===== src/rtl/alu_response_checker_pkg.sv =====
// Shared definitions for the ALU response checker: datapath width, default
// MISR feedback mask and the checker state encoding.
package alu_response_checker_pkg;

  localparam int ALU_WIDTH = 6;

  // Feedback mask XORed in whenever the bit shifted out of the MSB is 1
  localparam logic [ALU_WIDTH-1:0] MISR_POLY = 6'b100001;

  typedef enum logic [1:0] {
    ST_IDLE    = 2'd0,
    ST_COLLECT = 2'd1,
    ST_COMPARE = 2'd2,
    ST_DONE    = 2'd3
  } checker_state_t;

endpackage


===== src/rtl/alu_response_checker_misr6.sv =====
// Multiple-input signature register: shifts left, folds the feedback mask in
// when the outgoing MSB is set, and XORs the new result word in.
module alu_response_checker_misr6
  import alu_response_checker_pkg::*;
#(
  parameter int               WIDTH = ALU_WIDTH,
  parameter logic [WIDTH-1:0] POLY  = WIDTH'(MISR_POLY)
)(
  input  logic             clk,
  input  logic             reset,
  input  logic             clear,
  input  logic             enable,
  input  logic [WIDTH-1:0] data_in,
  output logic [WIDTH-1:0] sig
);

  logic [WIDTH-1:0] sig_next;

  // Next signature value for one compacted word
  always_comb begin
    sig_next = {sig[WIDTH-2:0], 1'b0} ^ (sig[WIDTH-1] ? POLY : '0) ^ data_in;
  end

  // Signature register; clear wins over enable so a new run starts from zero
  always_ff @(posedge clk or posedge reset) begin
    if (reset) begin
      sig <= '0;
    end else if (clear) begin
      sig <= '0;
    end else if (enable) begin
      sig <= sig_next;
    end
  end

endmodule


===== config.mk =====
export PLATFORM = sky130hd
export DESIGN_NAME = alu_response_checker_misr6
export DESIGN_NICKNAME = d
export VERILOG_FILES = /design/src/rtl/alu_response_checker_pkg.sv /design/src/rtl/alu_response_checker_misr6.sv
export SDC_FILE = /design/constraint.sdc
export NUM_CORES = 1
export LEC_CHECK = 0
export CORE_AREA = 2 2 39 41
export DETAILED_ROUTE_END_ITERATION = 8
export DIE_AREA = 0 0 41 43
export SYNTH_ARGS = -nofsm -noshare
export SYNTH_HDL_FRONTEND = slang
export SYNTH_SLANG_ARGS = --single-unit

===== constraint.sdc =====
create_clock -name clk -period 0.8 [get_ports clk]
set_input_delay 0.08 -clock clk [delete_from_list [all_inputs] [get_ports clk]]
set_output_delay 0.08 -clock clk [all_outputs]
set_load 0.01 [all_outputs]

==> impl_metrics.toml, run 1 <==
[clock_tree]
cts_sinks = 6
cts_hold_buffers = 0
htreeDepth = 1
clk_pin_slew_ps = 50
cts_max_path_buffers = 2
insertion_delay_ps = 240
cts_tree = "done"
clock_tree.root_cell = "clkbuf_4"
cts_buffers = 3

[place]
portBuffers = 15
hpwlAfterDp_um = 490
post-place-ws_ps = -318
dp_cells = 66
place_congestion = 0.654

[worst_setup_path]
critPathArrivalTime_ps = 1070
cp_slowest_cell = "dfrtp_1"
critPathMaxFanout = 3
critPathBufInv = 0
cpPeakStageDelay_ps = 410
crit_chain = "xor2_2 > a21oi_1 > a31o_1"
cp-start-kind = "flop"
cp_top_family = "flip-flops"
rrSetupSlack_ps = -150
r2r-end = "sig[5]"
r2r_cells = 3
endpoint_kind = "flop"
crit_type = "flop to flop"
critPathRequiredTime_ps = 930
rr_startpoint = "sig[4]"

[logic_synthesis]
ys_types = 10
synthSimpleGateAreaFrac_pct = 9.79
synth_compound_area_share_pct = 17.4
yosys-top-cells-count = "dfrtp_1 (6), nor2_1 (6), a211oi_1 (5), xnor2_1 (5)"
synth_fp_nets = 38
synth_seq_area_share_pct = 51.1
ys.flop_type = "dfrtp_1"
synth_area_um2 = 294
muxShareOfSynthArea_pct = 0
synth_largest_area_cell = "dfrtp_1"
yosys.area.top_type_share_pct = 51.1
synth_warnings = 0
async_flop_share_pct = 100
synth_top_family_by_area = "XOR/XNOR gates"
synth-edff-count = 0
syn-instance-count = 28
synth_xor_area_share_pct = 17.9
synth_fa_ha_area_share_pct = 0
avgSynthCellArea_um2 = 10.5
synth_area_leaders = "dfrtp_1 (51%), xnor2_1 (15%), a211oi_1 (13%), nor2_1 (7.7%), a31o_1 (3.0%)"
synth.ff_latch_count = 6

[timing]
grt_setup_unrepaired = "true"
min_period_over_period_pct = 118
maxSlewViolCount = 0
hold_viol_final = 0
finClkSkew_ps = 1.39
relSlewSlack_pct = 84.4
finalCriticalPeriod_ps = 948
setup_viol = 12
tightest_slew_ps = 234
fmax_mhz = 1060
fin_ws_ps = -148

[global_routing]
grt_start_max_net_pins = 13
antenna_found_initial = 0
grt_overflow = 0
grt_pass1_wl_um = 1120
grt_pass1_vias = 300
track_usage_pct = 9.73

[cells_and_area]
diodes = 0
reg.largest.list = "sig (6)"
nNetsFinal = 66
multi_input_area_um2 = 213
largest_register_ffs = 6
drive_above_1_share_pct = 50.0
fillers = 159
final-instance-count-excl-fill = 70
area_growth_pct = 108
register_area_um2 = 150
top_register = "sig"

[drt]
wire_per_inst_um = 9.44
ant_nets = 0
routed_wl_um = 661
viasPerCell = 4.34
vias = 304
first_pass_iters = 1
drc_errors = 0
first_iter_violations = 0

[run_status]
outcome = "finished, violations left"
violations = "negative setup slack"

[pwr]
power_uw = 941
power_leakage_nw = 0.277
power_density_nw_per_um2 = 1540
ir_worst_vdd_mv = 0.689

[die]
core_area_um2 = 1380
fp.dieW_um = 41
num_rows = 14
start_util_pct = 21.2
dieHeight_um = 43
io_pins = 16
design.die.area_um2 = 1760

[min_path]
min_path_type = "input pin to async pin"

[job]
drv_cap = 0
[report_power, final]
| group | internal [mW] | switching [mW] | leakage, nW |
|---|---|---|---|
| sequential | 0.331 | 0.0184 | 0.0782 |
| clock | 0.169 | 0.106 | 0.0138 |
| combinational | 0.193 | 0.123 | 0.185 |
| total | 0.694 | 0.247 | 0.277 |
[cell type report]
| cell class | instances | share of cell area, % |
|---|---|---|
| Multi-Input combinational cell | 20 | 34.8 |
| Timing Repair Buffer | 24 | 33.1 |
| Sequential cell | 6 | 24.5 |
| Clock buffer | 3 | 3.68 |
| Tap cell | 16 | 3.27 |
| Inverter | 1 | 0.613 |
[how the worst max path moves through the flow]
stage / start / to / slack, ps / cells past startpoint
floorplan: sig[4] / sig[5] / -150 / 3
global placement: data_in[5] / sig[5] / -310 / 4
detailed placement: data_in[5] / sig[5] / -320 / 4
CTS: sig[4] / sig[5] / -170 / 3
global route: sig[4] / sig[5] / -190 / 3
finish: sig[4] / sig[5] / -150 / 3
[placed cells by master, fill, tap and decap left out, types with 2 or more instances in the layout]
master           count
buf_4                5
dfrtp_1              6
nor2_1               6
xnor2_4              2
xnor2_2              2
clkbuf_4             3
a211oi_2             4
clkdlybuf4s50_1      9
buf_2                6
buf_6                4
[worst reg2reg max path, cell delays in order (launching register included)]
cell     delay, ps
dfrtp_1        410
xor2_2         160
a21oi_1         80
a31o_1         190
[logic make-up (layout without fill, tap and decap cells)]
logic type	after synthesis	after routing
buffers and inverters	2	28
AOI/OAI and AO/OA	7	7
xor gates and xnor gates	6	6
and+or+nand+nor	7	7
DFF	6	6
[routing by layer]
layer	GRT usage [%]	part of all wire, %	vias to the layer above
li1	-	-	148
met3	4.71	9.2	0
met1	11.6	41	146
met4	6.00	0	0
met2	13.4	50	10
met5	0	0	-
[stage by stage]
stage / util [%] / hold slack (ps) / area [um^2] / setup TNS (ps)
6_report: 44.2 / 51.6 / 612 / -829
5_1_grt: 44.2 / 105 / 612 / -1280
4_1_cts: 42.4 / 50.3 / 587 / -1240
3_5_place_dp: 37.3 / 316 / 517 / -2540
3_3_place_gp: 37.3 / 320 / 517 / -2460
2_1_floorplan: - / -129 / 294 / -216
[what timing repair did]
action / CTS / global route
endpoints found under the setup margin: 12 / 12
gates resized for setup: 34 / 5
cloned: 0 / 0
pin swaps: 4 / 4
buffers inserted: 1 / 0
(Power assumes the default switching activity.)
==> run 2: changes to the inputs <==
--- a/config.mk
+++ b/config.mk
@@ -8,6 +8,7 @@
 export CORE_AREA = 2 2 39 41
 export DETAILED_ROUTE_END_ITERATION = 8
 export DIE_AREA = 0 0 41 43
+export SLEW_MARGIN = 30
 export SYNTH_ARGS = -nofsm -noshare
 export SYNTH_HDL_FRONTEND = slang
 export SYNTH_SLANG_ARGS = --single-unit
==> results of run 2 <==
No change in the layout: final DEF, timing and power equal those of run 1.
